===== config.mk =====
export PLATFORM = sky130hd
export DESIGN_NAME = rv_pc_gen
export DESIGN_NICKNAME = d
export VERILOG_FILES = /design/src/rtl/rv_pkg.sv /design/src/rtl/rv_target_calc.sv /design/src/rtl/rv_pc_gen.sv
export SDC_FILE = /design/constraint.sdc
export NUM_CORES = 1
export LEC_CHECK = 0
export BUFFER_PORTS_ARGS = -buffer_cell sky130_fd_sc_hd__buf_4
export CAP_MARGIN = 10
export CORE_ASPECT_RATIO = 0.5
export CORE_MARGIN = 10
export CORE_UTILIZATION = 33
export DETAILED_ROUTE_END_ITERATION = 8
export SYNTH_ARGS = -nofsm -noshare
export SYNTH_HDL_FRONTEND = slang
export SYNTH_SLANG_ARGS = --single-unit

===== constraint.sdc =====
create_clock -name clk_i -period 4.6 [get_ports clk_i]
set_clock_uncertainty 0.15 [all_clocks]
set_input_delay 0 -clock clk_i [delete_from_list [all_inputs] [get_ports clk_i]]
set_output_delay 0 -clock clk_i [all_outputs]
set_load 0.1 [all_outputs]

===== src/rtl/rv_pkg.sv =====
// Shared RV core definitions: datapath width, reset vector, instruction
// alignment and the PC-generator state encoding.
package rv_pkg;

  localparam int          XLEN     = 64;
  localparam logic [63:0] RESET_PC = 64'h0000_0000_8000_0000;
  localparam int          IALIGN   = 4;

  typedef enum logic [1:0] {
    BOOT  = 2'd0,
    RUN   = 2'd1,
    DRAIN = 2'd2
  } pc_state_e;

endpackage


===== src/rtl/rv_target_calc.sv =====
// Branch/jump target adder with jalr LSB masking and the instruction
// alignment check; purely combinational so the trap/return path can reuse it.
module rv_target_calc
  import rv_pkg::*;
#(
  parameter int XLEN = rv_pkg::XLEN
) (
  input  logic            jalr_i,
  input  logic [XLEN-1:0] pc_i,
  input  logic [XLEN-1:0] imm_i,
  input  logic [XLEN-1:0] rs1_i,
  output logic [XLEN-1:0] target_o,
  output logic            misaligned_o
);

  localparam int ALIGN_BIT = $clog2(IALIGN) - 1;

  logic [XLEN-1:0] sum;

  always_comb begin
    sum = jalr_i ? (rs1_i + imm_i) : (pc_i + imm_i);
    target_o = jalr_i ? {sum[XLEN-1:1], 1'b0} : sum;
    // Bit 0 is always clear here, so only the half-word bit can misalign.
    misaligned_o = target_o[ALIGN_BIT];
  end

endmodule


===== src/rtl/rv_pc_gen.sv =====
// Fetch-side PC generator: owns the PC, runs the imem req/ack handshake,
// applies EX-stage redirects and drains a fetch caught mid-flight.
module rv_pc_gen
  import rv_pkg::*;
#(
  parameter int              XLEN     = rv_pkg::XLEN,
  parameter logic [XLEN-1:0] RESET_PC = XLEN'(rv_pkg::RESET_PC)
) (
  input  logic            clk_i,
  input  logic            rst_n_i,
  input  logic            stall_i,
  input  logic            branch_i,
  input  logic            taken_i,
  input  logic            jump_i,
  input  logic            jalr_i,
  input  logic [XLEN-1:0] ex_pc_i,
  input  logic [XLEN-1:0] imm_i,
  input  logic [XLEN-1:0] rs1_i,
  input  logic            if_ack_i,
  output logic            if_req_o,
  output logic [XLEN-1:0] if_addr_o,
  output logic            fetch_valid_o,
  output logic [XLEN-1:0] fetch_pc_o,
  output logic            flush_o,
  output logic            misalign_o,
  output logic [XLEN-1:0] misalign_addr_o
);

  pc_state_e       state_q;
  logic [XLEN-1:0] pc_q;
  logic [XLEN-1:0] pend_q;
  logic            hold_q;

  logic [XLEN-1:0] target;
  logic            misaligned;
  logic            take;
  logic            redirect;
  logic            accepted;

  rv_target_calc #(.XLEN(XLEN)) u_target_calc (
    .jalr_i      (jalr_i),
    .pc_i        (ex_pc_i),
    .imm_i       (imm_i),
    .rs1_i       (rs1_i),
    .target_o    (target),
    .misaligned_o(misaligned)
  );

  // hold_q, not if_ack_i, keeps a raised request alive through a stall.
  always_comb begin
    take          = (branch_i & taken_i) | jump_i;
    redirect      = take & ~misaligned & (state_q != BOOT);
    if_req_o      = (state_q != BOOT) & (~stall_i | hold_q);
    accepted      = if_req_o & if_ack_i;
    if_addr_o     = pc_q;
    fetch_pc_o    = pc_q;
    fetch_valid_o = accepted & (state_q == RUN) & ~redirect;
    flush_o       = redirect;
  end

  always_ff @(posedge clk_i) begin
    if (!rst_n_i) begin
      state_q         <= BOOT;
      pc_q            <= RESET_PC;
      pend_q          <= '0;
      hold_q          <= 1'b0;
      misalign_o      <= 1'b0;
      misalign_addr_o <= '0;
    end else begin
      hold_q     <= if_req_o & ~if_ack_i;
      misalign_o <= take & misaligned;
      if (take && misaligned) begin
        misalign_addr_o <= target;
      end

      case (state_q)
        BOOT: state_q <= RUN;
        RUN: begin
          if (redirect) begin
            if (!hold_q || if_ack_i) begin
              pc_q <= target;
            end else begin
              pend_q  <= target;
              state_q <= DRAIN;
            end
          end else if (accepted) begin
            pc_q <= pc_q + XLEN'(IALIGN);
          end
        end
        DRAIN: begin
          // Latest redirect wins, whether it lands with the ack or before it.
          if (accepted) begin
            pc_q    <= redirect ? target : pend_q;
            state_q <= RUN;
          end else if (redirect) begin
            pend_q <= target;
          end
        end
        default: state_q <= BOOT;
      endcase
    end
  end

endmodule

# Word-level counts from Yosys, hierarchy flattened

Index checks and enable logic that the tools add are counted.

Bitwise gates (word level): 15
Eq/ne operators: 8
Reduce and logical (&&, ||, !) cells: 9
$add $sub $neg: 3
Multiplexer cells: 16

Operators by type and width:

| cell                                                                  | number |
|---|---|
| 64-bit two-way mux                                                    | 9 |
| 64-bit case mux with 2 select lines                                   | 2 |
| 64-bit adder                                                          | 2 |
| 64-bit by 3-bit adder with 64-bit output, second input constant       | 1 |
| 1-bit AND                                                             | 9 |
| 2-bit != test, second input constant                                  | 4 |
| 4-bit AND reduction                                                   | 2 |
| 2-bit two-way mux                                                     | 3 |
| 2-bit case mux with 3 select lines                                    | 1 |
| 1-bit NOT                                                             | 4 |
| 2-bit nonzero test                                                    | 2 |
| 3-bit by 2-bit != test with 1-bit output, second input constant       | 1 |
| 3-bit != test, second input constant                                  | 1 |
| 3-bit AND reduction                                                   | 1 |
| 2-bit by 1-bit equality test with 1-bit output, second input constant | 1 |
| 2-bit equality test, second input constant                            | 1 |
| 2-bit zero test                                                       | 1 |
| 1-bit bitwise OR                                                      | 2 |
| 1-bit logical AND                                                     | 1 |
| 1-bit zero test                                                       | 1 |
| 1-bit logical OR                                                      | 1 |
| 1-bit two-way mux                                                     | 1 |

Output and inout bits: 196
Flip-flop bits (word level): 196
Input port bits: 200
Logic and storage cells: 57

# Logic depth before layout (Yosys ltp)

Word-level depth: 8
Gate-level depth with buffers: 15
Gate-level depth less buffers: 13

# By module

Synthesis repeated with hierarchy kept, for this count alone.

Cells, all modules: 2012
Area, all modules: 14702.9 sq um

Modules (own cells, without submodules):

| module         | cells each | times used | area an instance (sq um) | seq. area each (sq um) |
|---|---|---|---|---|
| rv_pc_gen      | 1367       | 1          | 10025.9                  | 3923.8 |
| rv_target_calc | 645        | 1          | 4677.0                   | 0.0 |

# Least setup slack after synthesis

No wires, ideal clock.

Path kind: input -> output
Start point: input port jalr_i
End point: output port fetch_valid_o
Slack: -0.456 ns
Path buffers: 3
Stages on the path: 9
Data required time: 4.450 ns
Data arrival time: 4.906 ns
Path through: clkbuf_1 mux2_2 ha_1 fa_1 or3_1 clkinv_1 clkbuf_1 buf_1 nor3b_1

Cells in the longest elaborated chain, start to end: 6

Ends and longest elaborated chain:

| what                    | line                 | source |
|---|---|---|
| start, declared         | rv_pc_gen.sv:15      | `input logic jalr_i,` |
| 64-bit two-way mux      | rv_target_calc.sv:21 | `sum = jalr_i ? (rs1_i + imm_i) : (pc_i + imm_i);` |
| named net misaligned    | rv_pc_gen.sv:35      | `logic misaligned;` |
| 1-bit NOT               | rv_pc_gen.sv:52      | `redirect = take & ~misaligned & (state_q != BOOT);` |
| 1-bit AND (2 in series) | rv_pc_gen.sv:52      |  |
| named net flush_o       | rv_pc_gen.sv:24      | `output logic flush_o,` |
| 1-bit NOT               | rv_pc_gen.sv:57      | `fetch_valid_o = accepted & (state_q == RUN) & ~redirect;` |
| 1-bit AND               | rv_pc_gen.sv:57      |  |
| end, declared           | rv_pc_gen.sv:22      | `output logic fetch_valid_o,` |

The timed path passes the listed nets, and every way through them passes these cells.

# Final worst setup path

Start point: input port jalr_i
End point: register pend_q[61]

Cells in the longest elaborated chain, start to end: 7
Elaborated cells on any way between the ends: 11
Those cells by class: eq/ne: 1; mux: 6; bitwise: 3; reduce/logical: 1

Ends and longest elaborated chain:

| what                                | line                 | source |
|---|---|---|
| 64-bit two-way mux *                | rv_target_calc.sv:21 |  |
| 1-bit NOT                           | rv_pc_gen.sv:52      |  |
| 1-bit AND (2 in series)             | rv_pc_gen.sv:52      |  |
| 64-bit two-way mux                  | rv_pc_gen.sv:95      | `end else if (redirect) begin` |
| 64-bit two-way mux                  | rv_pc_gen.sv:92      | `if (accepted) begin` |
| 64-bit case mux with 2 select lines | rv_pc_gen.sv:76      | `case (state_q)` |
| end signal, assigned                | rv_pc_gen.sv:83      | `pend_q <= target;` |
| end signal, assigned                | rv_pc_gen.sv:96      | `pend_q <= target;` |
| end, declared                       | rv_pc_gen.sv:31      | `logic [XLEN-1:0] pend_q;` |

Mark *: on every way between the ends. The rest lies on a longest branch, timed or not. The select of a mux whose other input is x is not followed.
A chain may end at the register's enable or synchronous reset.

==> flow_summary.html <==
<table>
<tr><th>Metric</th><th>Value</th></tr>
<tr><th colspan="2">Yosys</th></tr>
<tr><td>FF+latch count, synth</td><td>196</td></tr>
<tr><td>Number of instances in the synthesized netlist</td><td>1936</td></tr>
<tr><td>Most frequently used flop master after synthesis</td><td>sky130_fd_sc_hd__dfxtp_1</td></tr>
<tr><td>Top cell type by total area after synthesis</td><td>sky130_fd_sc_hd__dfxtp_1</td></tr>
<tr><td>Top post-synthesis cells by area</td><td>sky130_fd_sc_hd__dfxtp_1 (28%), sky130_fd_sc_hd__nand2_1 (9.1%), sky130_fd_sc_hd__a21oi_1 (8.3%)</td></tr>
<tr><td>Number of warnings printed during yosys synthesis</td><td>0</td></tr>
<tr><td>Top cells by count, synth</td><td>sky130_fd_sc_hd__nand2_1 (343), sky130_fd_sc_hd__a21oi_1 (235), sky130_fd_sc_hd__dfxtp_1 (196), sky130_fd_sc_hd__nor2_1 (142), sky130_fd_sc_hd__o21ai_0 (136)</td></tr>
<tr><td>Synthesized area divided by synthesized cell count</td><td>7.33 um2</td></tr>
<tr><td>Syn_nets</td><td>2204</td></tr>
<tr><td>Fraction of post-synthesis cell area in the top cell type by area</td><td>27.7%</td></tr>
<tr><td>Synth async-reset ratio</td><td>0%</td></tr>
<tr><td>Total standard cell area after synthesis</td><td>0.0142 mm2</td></tr>
<tr><td>Most common cell in the synthesized netlist</td><td>sky130_fd_sc_hd__nand2_1</td></tr>
<tr><td>Number of distinct library cells after synthesis</td><td>73</td></tr>
<tr><td>Sequential share of the synthesized area</td><td>27.7%</td></tr>
<tr><td>Number of synthesized flops with an enable pin</td><td>0</td></tr>
<tr><th colspan="2">Power</th></tr>
<tr><td>Peak ir drop on the vdd network</td><td>0.336 mV</td></tr>
<tr><td>Static leakage</td><td>7.42 nW</td></tr>
<tr><td>Power density over cell area</td><td>414 mW/mm2</td></tr>
<tr><th colspan="2">Routing</th></tr>
<tr><td>Final wirelength</td><td>55.4 mm</td></tr>
<tr><td>Final routed wire length divided by cell count</td><td>19.9 um</td></tr>
<tr><td>DRT Pass-1 Iters</td><td>5</td></tr>
<tr><td>Mean number of vias per cell</td><td>5.32</td></tr>
<tr><td>Post-detailed-route DRC marker count</td><td>0</td></tr>
<tr><td>Residual antenna-violating net count after detailed routing</td><td>0</td></tr>
<tr><td>Via count</td><td>14800</td></tr>
<tr><td>Initial DRC Count</td><td>1121</td></tr>
<tr><th colspan="2">Floorplan</th></tr>
<tr><td>Number of rows created at floorplan</td><td>53</td></tr>
<tr><td>Number of placed I/O pins</td><td>396</td></tr>
<tr><td>Initial core utilization</td><td>33.6%</td></tr>
<tr><td>Die outline height</td><td>167 um</td></tr>
<tr><td>Chip width</td><td>313 um</td></tr>
<tr><td>Full die area</td><td>0.0522 mm2</td></tr>
<tr><td>Area of the placeable core</td><td>0.0422 mm2</td></tr>
<tr><th colspan="2">Place</th></tr>
<tr><td>HPWL after detailed placement</td><td>42.9 mm</td></tr>
<tr><td>Number of buffers inserted by port buffering</td><td>395</td></tr>
<tr><td>RePlAce Congestion</td><td>0.935</td></tr>
<tr><th colspan="2">Timing</th></tr>
<tr><td>Number of hold-slack violations in the final timing report</td><td>0</td></tr>
<tr><td>Post-layout min period</td><td>3.95 ns</td></tr>
<tr><td>Count of final setup violators</td><td>0</td></tr>
<tr><td>Crit share post-route</td><td>86.0%</td></tr>
<tr><td>Achievable Freq</td><td>253 MHz</td></tr>
<tr><td>Slew Limit Fails</td><td>0</td></tr>
<tr><td>Final sum of negative setup slack</td><td>0 ns</td></tr>
<tr><td>Setup repair after global routing missed its margin</td><td>no</td></tr>
<tr><td>Headroom to the max-slew limit</td><td>37.1%</td></tr>
<tr><td>Slew at the pin closest to its max-slew limit</td><td>0.941 ns</td></tr>
<tr><th colspan="2">Clock tree</th></tr>
<tr><td>Maximum buffer depth of the clock tree</td><td>2</td></tr>
<tr><td>Worst-Skew Late Latency</td><td>0.46 ns</td></tr>
<tr><td>Total setup buffers inserted after CTS</td><td>0</td></tr>
<tr><td>Number of buffers added by the clock tree synthesis step</td><td>17</td></tr>
<tr><td>Library cell used as clock root buffer</td><td>sky130_fd_sc_hd__clkbuf_16</td></tr>
<tr><td>Clock transition at the registers of the reported paths</td><td>0.08 ns</td></tr>
<tr><td>Post-cts hold buffer count</td><td>3</td></tr>
<tr><td>H-tree levels</td><td>4</td></tr>
<tr><td>Resized cells post-CTS</td><td>0</td></tr>
<tr><td>Number of clock sinks</td><td>196</td></tr>
<tr><td>CTS tree</td><td>done</td></tr>
<tr><th colspan="2">Critical path</th></tr>
<tr><td>Arrival time reported for the critical path endpoint</td><td>4.12 ns</td></tr>
<tr><td>Startpoint types</td><td>input port</td></tr>
<tr><td>Crit path required time</td><td>4.77 ns</td></tr>
<tr><td>Kind of end point of the critical path</td><td>flop</td></tr>
<tr><td>Worst-path maximum fanout</td><td>15</td></tr>
<tr><td>Worst Path Class, Setup</td><td>in2reg</td></tr>
<tr><th colspan="2">Global routing</th></tr>
<tr><td>Antenna violations before repair</td><td>1</td></tr>
<tr><td>Number of global-route vias before repair</td><td>14100</td></tr>
<tr><td>Maximum number of pins on one net before global-route repair</td><td>76</td></tr>
<tr><td>Global routing usage summed across all routing layers</td><td>20.1%</td></tr>
<tr><td>Global-route congestion overflow total</td><td>0</td></tr>
<tr><td>Wire length of the first global-routing pass</td><td>84.6 mm</td></tr>
<tr><th colspan="2">Final layout</th></tr>
<tr><td>Post-route core utilization</td><td>42.2%</td></tr>
<tr><td>Filler instances</td><td>4426</td></tr>
<tr><td>Share of final-layout standard cells stronger than drive strength 1</td><td>24.8%</td></tr>
<tr><td>Synthesis-to-finish area growth</td><td>25.7%</td></tr>
<tr><td>Net count, final</td><td>2468</td></tr>
<tr><th colspan="2">Worst hold path</th></tr>
<tr><td>Class of the most critical hold timing path</td><td>in2reg</td></tr>
<tr><th colspan="2">Run status</th></tr>
<tr><td>Outcome</td><td>completed</td></tr>
<tr><th colspan="2">Run</th></tr>
<tr><td>Max-Cap Viols</td><td>0</td></tr>
</table>
[cells in the final DEF (no fill, tap or decap), types with 17 or more instances in the layout]
cell | Yosys | final
sky130_fd_sc_hd__a211oi_1 | 28 | 28
sky130_fd_sc_hd__a21o_1 | 34 | 34
sky130_fd_sc_hd__a21oi_1 | 235 | 235
sky130_fd_sc_hd__a31oi_1 | 17 | 17
sky130_fd_sc_hd__and3_1 | 24 | 23
sky130_fd_sc_hd__buf_4 | 65 | 423
sky130_fd_sc_hd__clkbuf_16 | 0 | 17
sky130_fd_sc_hd__dfxtp_1 | 196 | 196
sky130_fd_sc_hd__ha_1 | 67 | 66
sky130_fd_sc_hd__inv_1 | 21 | 20
sky130_fd_sc_hd__mux2_2 | 64 | 64
sky130_fd_sc_hd__nand2_1 | 343 | 342
sky130_fd_sc_hd__nand3_1 | 71 | 70
sky130_fd_sc_hd__nand4_1 | 33 | 33
sky130_fd_sc_hd__nor2_1 | 142 | 142
sky130_fd_sc_hd__nor3_1 | 39 | 39
sky130_fd_sc_hd__o211ai_1 | 19 | 19
sky130_fd_sc_hd__o21ai_0 | 136 | 136
sky130_fd_sc_hd__xnor2_1 | 47 | 47
sky130_fd_sc_hd__xor2_1 | 55 | 55
[routing by layer]
| metal | GRT usage [%] | part of all wire, % | up-vias |
|---|---|---|---|
| met5 | 0 | 0 | - |
| met1 | 24.1 | 42 | 7058 |
| met2 | 37.3 | 52 | 403 |
| met3 | 2.56 | 4.1 | 44 |
| li1 | - | - | 7333 |
| met4 | 4.83 | 1.6 | 0 |
[cell type report]
class | count | area (um2) | share of cell area (%)
Antenna cell | 1 | 2.50 | 0.0140
Clock inverter | 13 | 161 | 0.905
Clock buffer | 19 | 443 | 2.48
Inverter | 22 | 85.1 | 0.477
Tap cell | 577 | 722 | 4.05
Sequential cell | 196 | 3920 | 22.0
Timing Repair Buffer | 429 | 3270 | 18.3
Multi-Input combinational cell | 1534 | 9230 | 51.8
[worst max-delay path, stage by stage]
cell,delay (ns)
sky130_fd_sc_hd__buf_4,0.17
sky130_fd_sc_hd__buf_4,0.26
sky130_fd_sc_hd__mux2_2,0.37
sky130_fd_sc_hd__ha_1,0.40
sky130_fd_sc_hd__nand4_1,0.23
sky130_fd_sc_hd__nor4_1,0.28
sky130_fd_sc_hd__nor2_1,0.12
sky130_fd_sc_hd__a21oi_1,0.43
sky130_fd_sc_hd__o211ai_1,0.31
sky130_fd_sc_hd__a21oi_1,0.58
sky130_fd_sc_hd__a21oi_1,0.20
sky130_fd_sc_hd__o211ai_1,0.51
sky130_fd_sc_hd__o21a_1,0.20
sky130_fd_sc_hd__nor2_1,0.04
[worst paths after layout]
check                                                start                          end  slack [ns]  depth (start not counted)
worst max register to register  fetch_pc_o[2]$_SDFFE_PN0P_  fetch_pc_o[46]$_SDFFE_PN0P_        1.14                         10
worst min register to register     pend_q[32]$_SDFFE_PN0P_      pend_q[32]$_SDFFE_PN0P_        0.31                          2
worst min-delay path                             imm_i[63]      pend_q[63]$_SDFFE_PN0P_        0.02                          4
worst max-delay path                                jalr_i      pend_q[61]$_SDFFE_PN0P_        0.65                         14
[power breakdown]
group	total (mW)	internal, mW	switching (mW)
Combinational	3.68	0.956	2.73
Sequential	2.11	1.91	0.201
Clock	1.60	0.796	0.799
Total	7.38	3.66	3.73
[metrics by stage]
stage | total power [mW] | hold slack, ns | instance area [um2] | std cells | worst slack, ns
after floorplan | 4.87 | -0.0739 | 14200 | 1936 | 0.518
after global placement | 5.81 | 0.0522 | 17200 | 2755 | 0.444
after detailed placement | 5.82 | 0.0585 | 17200 | 2755 | 0.447
after CTS | 7.40 | 0.00521 | 17800 | 2790 | 0.916
after global routing | 7.71 | 0.0227 | 17800 | 2791 | 0.549
final | 7.38 | 0.0189 | 17800 | 2791 | 0.646
[flip-flops by register name (all words and copies together) (netlist names)]
| register | count |
|---|---|
| fetch_pc_o | 64 |
| hold_q | 1 |
| misalign_addr_o | 64 |
| misalign_o | 1 |
| pend_q | 64 |
| state_q | 2 |
[logic make-up (layout without fill, tap and decap cells)]
| kind of cell | after synthesis | in the layout | synth area share [%] |
|---|---|---|---|
| DFF | 196 | 196 | 27.7 |
| other | 0 | 1 | 0 |
| and+or+nand+nor | 724 | 724 | 22.9 |
| buffers and inverters | 206 | 483 | 7.54 |
| muxes | 71 | 71 | 5.57 |
| xor gates and xnor gates | 102 | 102 | 6.30 |
| adders and majority gates | 68 | 68 | 6.05 |
| AOI/OAI and AO/OA | 569 | 569 | 24.0 |
Power figures use the tool's default switching activity.
